==> config.mk <==
export PLATFORM = sky130hd
export DESIGN_NAME = osc_sweep_monitor
export DESIGN_NICKNAME = d
export VERILOG_FILES = /design/src/rtl/osc_sweep_pkg.sv /design/src/rtl/osc_stability_window.sv /design/src/rtl/osc_sweep_monitor.sv
export SDC_FILE = /design/constraint.sdc
export NUM_CORES = 1
export LEC_CHECK = 0
export ABC_AREA = 1
export CAP_MARGIN = 25
export CORE_UTILIZATION = 45
export DETAILED_ROUTE_END_ITERATION = 8
export PLACE_DENSITY_LB_ADDON = 0.05
export SLEW_MARGIN = 20
export SYNTH_ARGS = -nofsm -noshare
export SYNTH_HDL_FRONTEND = slang
export SYNTH_SLANG_ARGS = --single-unit
==> constraint.sdc <==
create_clock -name clk -period 2.82 [get_ports clk]
set_input_delay 0.564 -clock clk [delete_from_list [all_inputs] [get_ports clk]]
set_output_delay 0.564 -clock clk [all_outputs]
set_load 0.01 [all_outputs]
==> src/rtl/osc_sweep_pkg.sv <==
// Shared types and helpers for the oscillation sweep monitor.
//   state_t   : sweep controller states
//   result_t  : one per-vector verdict {vec, osc, flag, mismatch}
//   win_cnt_w : width needed by the settling-window counters
// The vec field of result_t is RES_VEC_W bits wide. This is the default
// stimulus width of osc_sweep_monitor.
package osc_sweep_pkg;

  typedef enum logic [2:0] {
    IDLE    = 3'd0,
    APPLY   = 3'd1,
    OBSERVE = 3'd2,
    REPORT  = 3'd3,
    DONE    = 3'd4
  } state_t;

  localparam int RES_VEC_W = 8;

  typedef struct packed {
    logic [RES_VEC_W-1:0] vec;
    logic                 osc;
    logic                 flag;
    logic                 mismatch;
  } result_t;

  // Wide enough to hold the larger of the two window limits.
  function automatic int win_cnt_w(input int max_cycles, input int stable_cycles);
    int m;
    m = (max_cycles > stable_cycles) ? max_cycles : stable_cycles;
    return $clog2(m + 1);
  endfunction

endpackage

==> src/rtl/osc_stability_window.sv <==
// Settling detector for one held stimulus vector.
// Ports:
//   clk, rst        : clock, synchronous active-high reset
//   i_clear         : restart the window (asserted in APPLY)
//   i_en            : window is observing this cycle (OBSERVE)
//   i_obs           : internal-net snapshot
//   o_stable_hit    : this cycle makes STABLE_CYCLES consecutive repeats
//   o_timeout_hit   : this cycle is observation cycle MAX_CYCLES
// Both hits are evaluated on the counter values this cycle produces. That
// way a verdict fires on the very cycle that satisfies it.
module osc_stability_window
  import osc_sweep_pkg::*;
#(
  parameter int OBS_W         = 14,
  parameter int STABLE_CYCLES = 100,
  parameter int MAX_CYCLES    = 1000
) (
  input  logic             clk,
  input  logic             rst,
  input  logic             i_clear,
  input  logic             i_en,
  input  logic [OBS_W-1:0] i_obs,
  output logic             o_stable_hit,
  output logic             o_timeout_hit
);

  localparam int CNT_W = win_cnt_w(MAX_CYCLES, STABLE_CYCLES);

  logic [OBS_W-1:0] r_prev;
  logic [CNT_W-1:0] r_run;
  logic [CNT_W-1:0] r_total;
  logic             r_first;
  logic [CNT_W-1:0] w_run_nxt;
  logic [CNT_W-1:0] w_total_nxt;
  logic             w_same;

  assign w_same = (i_obs == r_prev);

  always_comb begin
    w_total_nxt = r_total + CNT_W'(1);
    if (r_first)
      w_run_nxt = '0;
    else if (w_same)
      w_run_nxt = r_run + CNT_W'(1);
    else
      w_run_nxt = '0;
  end

  // The first observation cycle only primes r_prev. It can never be a stable hit.
  assign o_stable_hit  = i_en && !r_first && (w_run_nxt == CNT_W'(STABLE_CYCLES));
  assign o_timeout_hit = i_en && (w_total_nxt == CNT_W'(MAX_CYCLES));

  always_ff @(posedge clk) begin
    if (rst || i_clear) begin
      r_run   <= '0;
      r_total <= '0;
      r_first <= 1'b1;
    end else if (i_en) begin
      r_run   <= w_run_nxt;
      r_total <= w_total_nxt;
      r_first <= 1'b0;
    end
  end

  // Snapshot register: reload on the first cycle and on every change.
  always_ff @(posedge clk) begin
    if (i_en && (r_first || !w_same))
      r_prev <= i_obs;
  end

endmodule

==> src/rtl/osc_sweep_monitor.sv <==
// Stimulus sequencer and stability monitor for a loop circuit under test.
// It steps vec_out through every vector and holds each one while the
// settling window watches obs_in. It then reports stable/oscillating
// together with the LUT prediction sampled on the verdict cycle.
// Ports:
//   clk, rst              : clock, synchronous active-high reset
//   start                 : sweep start pulse (accepted in IDLE/DONE only)
//   busy, done            : sweep in progress / sweep complete
//   vec_out               : stimulus to the circuit inputs
//   obs_in                : internal-net snapshot from the circuit
//   flag_in               : LUT oscillation prediction for vec_out
//   res_valid/res_ready   : result handshake
//   res_vec/osc/flag/mismatch : latched per-vector result
//   osc_count, mismatch_count : sweep statistics
module osc_sweep_monitor
  import osc_sweep_pkg::*;
#(
  parameter int VEC_W         = RES_VEC_W,
  parameter int OBS_W         = 14,
  parameter int STABLE_CYCLES = 100,
  parameter int MAX_CYCLES    = 1000
) (
  input  logic             clk,
  input  logic             rst,
  input  logic             start,
  output logic             busy,
  output logic             done,
  output logic [VEC_W-1:0] vec_out,
  input  logic [OBS_W-1:0] obs_in,
  input  logic             flag_in,
  output logic             res_valid,
  input  logic             res_ready,
  output logic [VEC_W-1:0] res_vec,
  output logic             res_osc,
  output logic             res_flag,
  output logic             res_mismatch,
  output logic [VEC_W:0]   osc_count,
  output logic [VEC_W:0]   mismatch_count
);

  localparam int CW = VEC_W + 1;

  state_t           r_state;
  state_t           w_state_nxt;
  logic [VEC_W-1:0] r_vec;
  result_t          r_res;
  logic [CW-1:0]    r_osc_cnt;
  logic [CW-1:0]    r_mm_cnt;

  logic w_start_ok;
  logic w_apply;
  logic w_observe;
  logic w_report;
  logic w_stable_hit;
  logic w_timeout_hit;
  logic w_verdict;
  logic w_verdict_osc;
  logic w_verdict_mm;
  logic w_hs;
  logic w_last_vec;

  osc_stability_window #(
    .OBS_W         (OBS_W),
    .STABLE_CYCLES (STABLE_CYCLES),
    .MAX_CYCLES    (MAX_CYCLES)
  ) u_window (
    .clk           (clk),
    .rst           (rst),
    .i_clear       (w_apply),
    .i_en          (w_observe),
    .i_obs         (obs_in),
    .o_stable_hit  (w_stable_hit),
    .o_timeout_hit (w_timeout_hit)
  );

  assign w_start_ok    = start && ((r_state == IDLE) || (r_state == DONE));
  assign w_verdict     = w_stable_hit || w_timeout_hit;
  // A stable hit wins over a coincident timeout.
  assign w_verdict_osc = !w_stable_hit;
  assign w_verdict_mm  = w_verdict_osc ^ flag_in;
  assign w_hs          = w_report && res_ready;
  assign w_last_vec    = (r_vec == '1);

  // State register
  always_ff @(posedge clk) begin
    if (rst)
      r_state <= IDLE;
    else
      r_state <= w_state_nxt;
  end

  // Next-state logic
  always_comb begin
    w_state_nxt = r_state;
    case (r_state)
      IDLE, DONE: if (w_start_ok) w_state_nxt = APPLY;
      APPLY:      w_state_nxt = OBSERVE;
      OBSERVE:    if (w_verdict) w_state_nxt = REPORT;
      REPORT:     if (res_ready) w_state_nxt = w_last_vec ? DONE : APPLY;
      default:    w_state_nxt = IDLE;
    endcase
  end

  // State-decoded outputs. res_valid is a pure function of the state register,
  // so there is no path from res_ready back to res_valid.
  always_comb begin
    w_apply   = (r_state == APPLY);
    w_observe = (r_state == OBSERVE);
    w_report  = (r_state == REPORT);
    busy      = w_apply || w_observe || w_report;
    done      = (r_state == DONE);
    res_valid = w_report;
  end

  // Vector counter, result register and sweep statistics
  always_ff @(posedge clk) begin
    if (rst) begin
      r_vec     <= '0;
      r_res     <= '0;
      r_osc_cnt <= '0;
      r_mm_cnt  <= '0;
    end else begin
      if (w_start_ok) begin
        r_vec     <= '0;
        r_osc_cnt <= '0;
        r_mm_cnt  <= '0;
      end else if (w_hs && !w_last_vec) begin
        r_vec <= r_vec + VEC_W'(1);
      end
      if (w_verdict) begin
        r_res.vec      <= RES_VEC_W'(r_vec);
        r_res.osc      <= w_verdict_osc;
        r_res.flag     <= flag_in;
        r_res.mismatch <= w_verdict_mm;
        if (w_verdict_osc) r_osc_cnt <= r_osc_cnt + CW'(1);
        if (w_verdict_mm)  r_mm_cnt  <= r_mm_cnt + CW'(1);
      end
    end
  end

  assign vec_out        = r_vec;
  assign res_vec        = VEC_W'(r_res.vec);
  assign res_osc        = r_res.osc;
  assign res_flag       = r_res.flag;
  assign res_mismatch   = r_res.mismatch;
  assign osc_count      = r_osc_cnt;
  assign mismatch_count = r_mm_cnt;

endmodule

==> results.txt <==
buffer depth of the longest clock path = 2
post-synthesis area per instance = 7.33 um2
worst hold start = u_window.r_total[9]
core footprint = 8380 um2
Synth Instances = 542
# Post-CTS Setup Buffers = 0
cell area power density = 655 nW/um2
setup ws final = 0.413 ns
Seq/Total Area, Yosys = 41.3%
CP arrival = 2.71 ns
Cell Chain, Critical Path = clkdlybuf4s50_1, inv_1, nand2_1, nand2_1, nor2_1, nand2_1, nor2_4, nand2_1, nor2_2, nand2_1, nor2_2, nand2_2, nand2_1, nand2_1, nand2_1, nor2_1, nor2_1
final count of hold timing violations = 0
Final Cell Area = 4940 um2
# clock sinks = 75
post-detail-place hpwl = 6.25 mm
Hold Crit Depth = 2
CTS H-tree depth = 3
placed insts = 702
internal power = 2.14 mW
register area = 1640 um2
Port Buffers = 58
fin. max-slew vios = 0
Rows = 33
Clock Skew = 0.0104 ns
drt drc = 0
hold endpoint = u_window.r_total[9]
Initial Utilization = 47.4%
vias in the first global route = 3255
Tightest Pin Transition = 0.533 ns
Buf/Inv on CP = 2
worst-skew pair later-pin latency = 0.36 ns
Leakage Power = 2.11 nW
fin cells = 718
Die Wd = 95.9 um
nets = 633
Iteration-0 DRC Markers = 120
global placer's final weighted congestion = 0.866
most frequent cells in the layout = 127 x nand2_1, 67 x inv_1, 61 x dfxtp_1
DIE AREA = 9200 um2
antenna violations before repair = 0
CP Class = in -> reg
commonest non-fill, non-tap cell in the layout = nand2_1
Post-Syn Nets = 567
number of diodes = 0
EDFF count, synth = 14
setup repair after global routing missed its margin = no
worst reg2reg path depth = 13
fraction of power consumed by sequential logic = 44.6%
Min Hold Slack = 0.479 ns
CP endpoint kind = flop
FF-to-FF End = mismatch_count[1]
switching share of power = 34.0%
Top FF cell, synth = dfxtp_1
layout cell share with drive strength beyond 1 = 9.46%
Post-Route Setup TNS = 0 ns
Cell Area, Placed = 4700 um2
Num CTS Buffers = 9
Hold-fix buffers, CTS = 0
die height = 95.9 um
pin count of the biggest net entering global routing = 26
CTS tree = done
most used cell along the critical path = nand2_1
total wire length = 8.45 mm
first-pass GRT wire length = 14.4 mm
Via density = 4.93
CTS root buf = clkbuf_8
Slew HR = 64.1%
post-layout min period = 2.41 ns
switching power = 1.10 mW
outcome = completed
Top delay family on crit path = simple AND/OR/NAND/NOR gates
Clock transition at path regs = 0.09 ns
global route overflow = 0
Fillers = 791
VDD IR-drop max = 0.000415 V
worst path required time = 3.12 ns
post-cts repair resize count = 0
DR pass1 iterations = 4
antenna-violating nets left = 0
Combinational Power Share = 24.8%
IO Count = 59
Worst path slowest cell = clkdlybuf4s50_1
setup slack, reg-to-reg = 0.55 ns
dpl ws = 0.0163 ns
Syn Std Cell Area = 3970 um2
GR Util All Layers = 20.2%
asr flop ratio synth = 0%
Multi-input gate area = 1990 um2
Max stage delay on crit path = 0.51 ns
Fmax achieved = 0.416 GHz
# setup viols final = 0
average wire per standard cell = 11.8 um
Hold Path Class = reg -> reg
reg2reg start = u_window.r_total[0]
post-synthesis cell type count = 37
DR vias = 3541
Area Growth Syn to Fin = 24.5%
Syn. warnings = 0
Worst setup SP type = input port
Clock Power Share = 30.7%
max-cap viol count = 0
crit-path max FO = 9
#FFs+latches synth = 75
part of the cycle the worst path needs = 85.3%
[registers in the layout (all words and copies together) (netlist names)]
name and count:
osc_count 9, u_window.r_run 10, res_osc 1, u_window.r_total 10, mismatch_count 9, res_flag 1, res_vec 8, vec_out 8
r_state 3, u_window.r_prev 14, res_mismatch 1, u_window.r_first 1
[logic make-up after synthesis]
kind of cell / Yosys count / synth area share, %
compound gates: 84 / 12.0
xor+xnor: 23 / 5.07
simple gates: 268 / 31.1
flops: 75 / 41.3
fa+ha+maj: 6 / 1.89
buf+inv: 86 / 8.60
[cell type report]
class | count | share of cell area (%)
clock buffers | 10 | 3.01
clock inverters | 6 | 1.92
inverters | 74 | 5.62
multi-input cells | 381 | 40.2
flip-flops and latches | 75 | 33.2
well taps | 105 | 2.66
repair buffers | 67 | 13.4
[how the worst max path moves through the flow]
stage          startpoint            endpoint  slack, ns  cells after the start
6_report        obs_in[4]   mismatch_count[1]       0.41                     17
3_3_place_gp    obs_in[7]   mismatch_count[6]       0.11                     17
2_1_floorplan   obs_in[7]  u_window.r_prev[0]       0.72                      9
4_1_cts         obs_in[7]   mismatch_count[1]       0.40                     17
3_5_place_dp    obs_in[4]   mismatch_count[1]       0.02                     17
5_1_grt         obs_in[7]   mismatch_count[1]       0.11                     17
[tightest hold or removal path, stage by stage, from the launching register on]
cell	delay, ns
dfxtp_1	0.32
nand2_1	0.06
a21oi_1	0.06
[stage by stage]
step	power (mW)	util [%]
CTS	3.27	59.0
global placement	2.26	56.1
detailed placement	2.27	56.1
global route	3.46	59.0
floorplan	2.01	-
finish	3.24	59.0
[power by group through the flow]
stage	clock network, mW	registers [mW]	logic [mW]
2_1_floorplan	0	1.43	0.574
6_report	0.993	1.44	0.803
5_1_grt	1.06	1.47	0.926
3_3_place_gp	0	1.46	0.796
3_5_place_dp	0	1.46	0.806
4_1_cts	1.02	1.44	0.810
[metal layers]
layer	share of wire, %	global-route usage [%]
met1	50	27.0
met5	0	0
met4	1.6	8.46
met2	45	31.9
met3	3.9	3.87
[cell usage after synthesis, types with 2 or more instances]
cell | n | share of area [%]
a211oi_1 | 2 | 0.38
a211oi_2 | 5 | 1.6
a21oi_1 | 40 | 5.0
buf_4 | 3 | 0.57
clkbuf_1 | 8 | 0.76
clkinv_1 | 2 | 0.19
dfxtp_1 | 61 | 31
edfxtp_1 | 14 | 11
ha_1 | 6 | 1.9
inv_1 | 67 | 6.3
inv_2 | 5 | 0.47
nand2_1 | 127 | 12
nand2_2 | 5 | 0.79
nand2_4 | 3 | 0.85
nand3_1 | 37 | 4.7
nand3_2 | 2 | 0.50
nand4_1 | 15 | 2.4
nor2_1 | 60 | 5.7
nor2_2 | 7 | 1.1
nor2_4 | 2 | 0.57
nor3_1 | 4 | 0.50
o21ai_0 | 30 | 3.8
o21ai_1 | 2 | 0.25
xnor2_1 | 7 | 1.5
xor2_1 | 16 | 3.5
Note: power is estimated with default switching activity, not from simulation.
